--- src/rtl/shift_pkg.sv ---
// Shared types and constants for the shift-request front-end and its
// surrounding 8-bit barrel shifter.
package shift_pkg;

  localparam int DW  = 8;
  localparam int SHW = 3;

  localparam logic DIR_LEFT    = 1'b0;
  localparam logic DIR_RIGHT   = 1'b1;
  localparam logic ARITH_LOGIC = 1'b0;
  localparam logic ARITH_ARITH = 1'b1;

  typedef struct packed {
    logic [DW-1:0]  data;
    logic [SHW-1:0] shamt;
    logic           dir;
    logic           arith;
  } req_t;

  localparam int REQ_W = DW + SHW + 2;

  typedef enum logic {
    SLOT_EMPTY = 1'b0,
    SLOT_FULL  = 1'b1
  } slot_state_e;

endpackage

--- src/rtl/shift_req_fifo.sv ---
// Generic synchronous FIFO with a combinational head output.
// DEPTH must be a power of two so the pointers wrap on their own.
module shift_req_fifo #(
  parameter int WIDTH = 13,
  parameter int DEPTH = 2
) (
  input  logic             clk,
  input  logic             rst,
  input  logic             push_i,
  input  logic [WIDTH-1:0] din_i,
  input  logic             pop_i,
  output logic             full_o,
  output logic             empty_o,
  output logic [WIDTH-1:0] head_o
);

  localparam int AW = (DEPTH > 1) ? $clog2(DEPTH) : 1;

  logic [WIDTH-1:0] mem_q [DEPTH];
  logic [AW-1:0]    wr_ptr_q, wr_ptr_d;
  logic [AW-1:0]    rd_ptr_q, rd_ptr_d;
  logic [AW:0]      count_q, count_d;
  logic             do_push, do_pop;

  assign full_o  = (count_q == (AW+1)'(DEPTH));
  assign empty_o = (count_q == '0);
  assign head_o  = mem_q[rd_ptr_q];

  assign do_push = push_i && !full_o;
  assign do_pop  = pop_i && !empty_o;

  always_comb begin
    wr_ptr_d = wr_ptr_q;
    rd_ptr_d = rd_ptr_q;
    count_d  = count_q;
    if (do_push) wr_ptr_d = wr_ptr_q + AW'(1);
    if (do_pop)  rd_ptr_d = rd_ptr_q + AW'(1);
    if (do_push && !do_pop)      count_d = count_q + (AW+1)'(1);
    else if (do_pop && !do_push) count_d = count_q - (AW+1)'(1);
  end

  always_ff @(posedge clk) begin
    if (rst) begin
      wr_ptr_q <= '0;
      rd_ptr_q <= '0;
      count_q  <= '0;
    end else begin
      wr_ptr_q <= wr_ptr_d;
      rd_ptr_q <= rd_ptr_d;
      count_q  <= count_d;
    end
  end

  // Storage carries no reset; empty_o gates every consumer of head_o.
  always_ff @(posedge clk) begin
    if (do_push) mem_q[wr_ptr_q] <= din_i;
  end

endmodule

--- src/rtl/shift_issue.sv ---
// Registered front-end for the 8-bit barrel shifter: buffers requests,
// drives the shifter from the FIFO head and holds one result for downstream.
module shift_issue
  import shift_pkg::*;
#(
  parameter int DEPTH = 2,
  parameter int CNT_W = 8
) (
  input  logic             clk,
  input  logic             rst,
  input  logic             in_valid,
  output logic             in_ready,
  input  logic [DW-1:0]    in_data,
  input  logic [SHW-1:0]   in_shamt,
  input  logic             in_dir,
  input  logic             in_arith,
  output logic [DW-1:0]    sh_din,
  output logic [SHW-1:0]   sh_shift,
  output logic             sh_dir,
  output logic             sh_arith,
  input  logic [DW-1:0]    sh_dout,
  output logic             out_valid,
  input  logic             out_ready,
  output logic [DW-1:0]    out_data,
  output logic             out_lost,
  output logic [CNT_W-1:0] done_cnt
);

  // A set bit falls off the end when it lies outside the surviving window.
  function automatic logic calc_lost(input logic [DW-1:0]  d,
                                     input logic [SHW-1:0] s,
                                     input logic           dir);
    logic [DW-1:0] keep;
    if (dir == DIR_LEFT) keep = {DW{1'b1}} >> s;
    else                 keep = {DW{1'b1}} << s;
    return |(d & ~keep);
  endfunction

  req_t             push_req, head_req;
  logic             fifo_full, fifo_empty, pop;
  slot_state_e      state_q, state_d;
  logic [DW-1:0]    out_data_q, out_data_d;
  logic             out_lost_q, out_lost_d;
  logic [CNT_W-1:0] done_cnt_q, done_cnt_d;

  assign push_req = '{data: in_data, shamt: in_shamt, dir: in_dir, arith: in_arith};
  assign in_ready = !fifo_full;

  shift_req_fifo #(
    .WIDTH (REQ_W),
    .DEPTH (DEPTH)
  ) u_fifo (
    .clk     (clk),
    .rst     (rst),
    .push_i  (in_valid),
    .din_i   (push_req),
    .pop_i   (pop),
    .full_o  (fifo_full),
    .empty_o (fifo_empty),
    .head_o  (head_req)
  );

  assign sh_din   = fifo_empty ? '0   : head_req.data;
  assign sh_shift = fifo_empty ? '0   : head_req.shamt;
  assign sh_dir   = fifo_empty ? 1'b0 : head_req.dir;
  assign sh_arith = fifo_empty ? 1'b0 : head_req.arith;

  always_comb begin
    state_d    = state_q;
    out_data_d = out_data_q;
    out_lost_d = out_lost_q;
    done_cnt_d = done_cnt_q;
    pop        = 1'b0;
    case (state_q)
      SLOT_EMPTY: begin
        if (!fifo_empty) begin
          pop     = 1'b1;
          state_d = SLOT_FULL;
        end
      end
      SLOT_FULL: begin
        if (out_ready) begin
          done_cnt_d = done_cnt_q + CNT_W'(1);
          if (!fifo_empty) pop = 1'b1;
          else             state_d = SLOT_EMPTY;
        end
      end
      default: state_d = SLOT_EMPTY;
    endcase
    if (pop) begin
      out_data_d = sh_dout;
      out_lost_d = calc_lost(head_req.data, head_req.shamt, head_req.dir);
    end
  end

  always_ff @(posedge clk) begin
    if (rst) begin
      state_q    <= SLOT_EMPTY;
      out_data_q <= '0;
      out_lost_q <= 1'b0;
      done_cnt_q <= '0;
    end else begin
      state_q    <= state_d;
      out_data_q <= out_data_d;
      out_lost_q <= out_lost_d;
      done_cnt_q <= done_cnt_d;
    end
  end

  assign out_valid = (state_q == SLOT_FULL);
  assign out_data  = out_data_q;
  assign out_lost  = out_lost_q;
  assign done_cnt  = done_cnt_q;

endmodule

--- config.mk ---
export PLATFORM = sky130hd
export DESIGN_NAME = shift_issue
export DESIGN_NICKNAME = d
export VERILOG_FILES = /design/src/rtl/shift_pkg.sv /design/src/rtl/shift_req_fifo.sv /design/src/rtl/shift_issue.sv
export SDC_FILE = /design/constraint.sdc
export NUM_CORES = 1
export LEC_CHECK = 0
export ABC_AREA = 0
export BUFFER_PORTS_ARGS = -buffer_cell sky130_fd_sc_hd__buf_2
export CAP_MARGIN = 20
export CORE_ASPECT_RATIO = 0.7
export CORE_MARGIN = 5
export CORE_UTILIZATION = 55
export CTS_CLUSTER_DIAMETER = 120
export DETAILED_ROUTE_END_ITERATION = 12
export PLACE_DENSITY = 0.83
export RECOVER_POWER = 25
export SLEW_MARGIN = 20
export SYNTH_ARGS = -nofsm -noshare
export SYNTH_HDL_FRONTEND = slang
export SYNTH_SLANG_ARGS = --single-unit
--- constraint.sdc ---
create_clock -name clk -period 5.1 [get_ports clk]
set_input_delay 1.02 -clock clk [delete_from_list [all_inputs] [get_ports clk]]
set_output_delay 1.02 -clock clk [all_outputs]
set_load 0.02 [all_outputs]
==> flow_metrics.env <==
export IMPL_grt_pass1_wl_um=6913
export IMPL_final_instance_count_excl_fill=300
export IMPL_cts_sinks=49
export IMPL_drive_gt1_frac=0.2400
export IMPL_crit_chain="buf_2, nand2b_1, nor2b_1, clkinv_1, ha_1, or3_1, a21oi_1"
export IMPL_syn_area_sq_um=2078
export IMPL_nets=276
export IMPL_rsz0062_at_grt="no"
export IMPL_min_path_type="reg2reg"
export IMPL_grt_pass1_vias=1485
export IMPL_slowest_delay_ps=670
export IMPL_cts_setup_buffers=0
export IMPL_die_height_um=61.43
export IMPL_fillers=272
export IMPL_antenna_found_initial=0
export IMPL_seq_area_frac_synth=0.5972
export IMPL_wl_um=4291
export IMPL_drv_slew=0
export IMPL_worst_pin_slew_ps=988.0
export IMPL_status="completed"
export IMPL_synth_edf_count=26
export IMPL_htreeDepth=2
export IMPL_max_cap_violations=0
export IMPL_relSlewSlack=0.3389
export IMPL_ioPinCount=57
export IMPL_ctsHoldBuffers=0
export IMPL_period_minus_slack_ps=3106
export IMPL_viasPerCell=5.170
export IMPL_syn_nets=219
export IMPL_grt_max_degree=24
export IMPL_rows=18
export IMPL_critPathLaunchType="input pin"
export IMPL_yosysTopAreaCell="edfxtp_1"
export IMPL_wl_per_cell_um=14.30
export IMPL_die_area_sq_um=5128
export IMPL_overflow=0
export IMPL_critPathTopFamily="simple AND/OR/NAND/NOR gates"
export IMPL_synthFlopType="edfxtp_1"
export IMPL_ys_warn_count=0
export IMPL_synth_seq_cells=49
export IMPL_cts_buffers_inserted=5
export IMPL_clock_skew_ps=3.018
export IMPL_vdd_drop_max_uv=268.3
export IMPL_gp_congestion=0.8337
export IMPL_fin_crit_sh=0.6091
export IMPL_async_flop_share=0
export IMPL_ys_types=31
export IMPL_final_antenna_net_count=0
export IMPL_crit_buf_inv=2
export IMPL_start_util=0.5804
export IMPL_synth_area_leaders="edfxtp_1 38%, dfxtp_1 22%, mux2i_1 7.7%"
export IMPL_postSynthAreaPerCell_sq_um=10.82
export IMPL_finalSetupTns_ps=0
export IMPL_crit_path_top_delay_cell="nor2b_1"
export IMPL_core_area_sq_um=3581
export IMPL_finalSetupViolations=0
export IMPL_drt_iter0_markers=145
export IMPL_postSynthCellCount=192
export IMPL_drc=0
export IMPL_p_leak_nw=1.030
export IMPL_required_ps=5320
export IMPL_max_freq_mhz=321.9
export IMPL_port_buffers=56
export IMPL_dpl_hpwl_um=3241
export IMPL_track_usage=0.1741
export IMPL_syn_to_final_growth_pct=19.69
export IMPL_worstPathArrival_ps=3330
export IMPL_worstSetupPathType="in2reg"
export IMPL_multi_input_area_sq_um=782.0
export IMPL_power_density_nw_per_um2=509.7
export IMPL_path_clk_slew_ps=80
export IMPL_drtPass1Iterations=4
export IMPL_seqCellArea_sq_um=1241
export IMPL_synth_top_cell_area_share=0.3757
export IMPL_crit_fanout=12
export IMPL_power_total_mw=1.268
export IMPL_placedCellCount=292
export IMPL_cts_buffer_depth=2
export IMPL_cp_end_kind="flip-flop"
export IMPL_clock_root_buffer="clkbuf_8"
export IMPL_die_w_um=83.47
export IMPL_finalHoldViolCount=0
export IMPL_n_antenna_cell=0
export IMPL_vias=1551
export IMPL_post_cts_resized=0
export IMPL_tritoncts="done"
export IMPL_clk_insertion_delay_late_ps=290
==> cells in the final DEF, fill, tap and decap left out, drive strengths merged <==
cell     Yosys  layout
a2111oi      1       1
a211oi       1       1
a21oi       16      16
a31oi        2       2
and3         3       3
buf          3      49
clkbuf       3      15
clkinv       1       1
dfxtp       23      23
edfxtp      26      26
ha           2       2
inv          4       4
mux2i       17      17
nand2       21      21
nand2b       2       2
nand3        6       6
nand3b       1       1
nor2        34      34
nor2b        1       1
nor3         4       4
nor3b        2       2
o2111ai      1       1
o21a         1       1
o21ai        5       5
or3          1       1
xnor2        3       3
xor2         8       8
==> report_power, final <==
group | switching, mW | internal, mW | total (mW)
Clock | 0.117 | 0.140 | 0.258
Sequential | 0.0651 | 0.496 | 0.561
Combinational | 0.287 | 0.162 | 0.449
Total | 0.470 | 0.798 | 1.27
==> path summary, 6_finish.rpt <==
kind | startpoint | endpoint | slack [ps] | cells past startpoint
worst max-delay path | out_ready | u_fifo.count_q[1] | 1990 | 7
worst min-delay path | out_data[2] | out_data[2] | 460 | 2
worst max register to register | u_fifo.count_q[0] | u_fifo.count_q[1] | 2250 | 6
worst min register to register | out_data[2] | out_data[2] | 460 | 2
==> state kept, by name (all words and copies together), names as in the netlist, named ones only <==
name	cells
u_fifo.mem_q	26
done_cnt	8
out_data	8
u_fifo.count_q	2
out_lost	1
out_valid	1
u_fifo.rd_ptr_q	1
u_fifo.wr_ptr_q	1
==> area by class of cell <==
cell class / count / share of cell area
flip-flops and latches: 49 / 0.4990
multi-input cells: 132 / 0.3144
repair buffers: 56 / 0.1092
clock buffers: 8 / 0.04477
well taps: 50 / 0.02515
inverters: 5 / 0.007545
==> kinds of logic after synthesis <==
kind of cell    Yosys count  share of synthesized area
compound gates           27                    0.07526
mux                      17                    0.08368
simple gates             75                     0.1577
xor+xnor                 11                    0.04636
flops                    49                     0.5972
buf+inv                  11                    0.02769
fa+ha+maj                 2                    0.01204
==> synthesized netlist by cell type, drive strengths merged (2+ instances only) <==
cell type  number
nor2           34
edfxtp         26
dfxtp          23
nand2          21
mux2i          17
a21oi          16
xor2            8
nand3           6
o21ai           5
inv             4
nor3            4
and3            3
buf             3
clkbuf          3
xnor2           3
a31oi           2
ha              2
nand2b          2
nor3b           2
==> tightest hold or removal path, stage by stage (launching register included) <==
cell	delay [ps]
dfxtp_1	310
nand2_1	50
a21oi_1	50
==> layer usage <==
metal | routed length, um | track usage
met3 | 316 | 0.05615
met1 | 2045 | 0.2432
met5 | 0 | 0
met2 | 1884 | 0.2637
met4 | 44 | 0.05505
==> metrics by stage <==
step,cell area (sq um),utilization,worst slack [ps],hold slack [ps]
after floorplan,2078,-,2704,471.8
after detailed placement,2382,0.6653,1674,446.1
after CTS,2494,0.6964,1979,457.8
final,2487,0.6946,1994,455.8
after global placement,2382,0.6653,1842,447.6
after global routing,2487,0.6946,1755,473.3
Power figures use the tool's default switching activity.
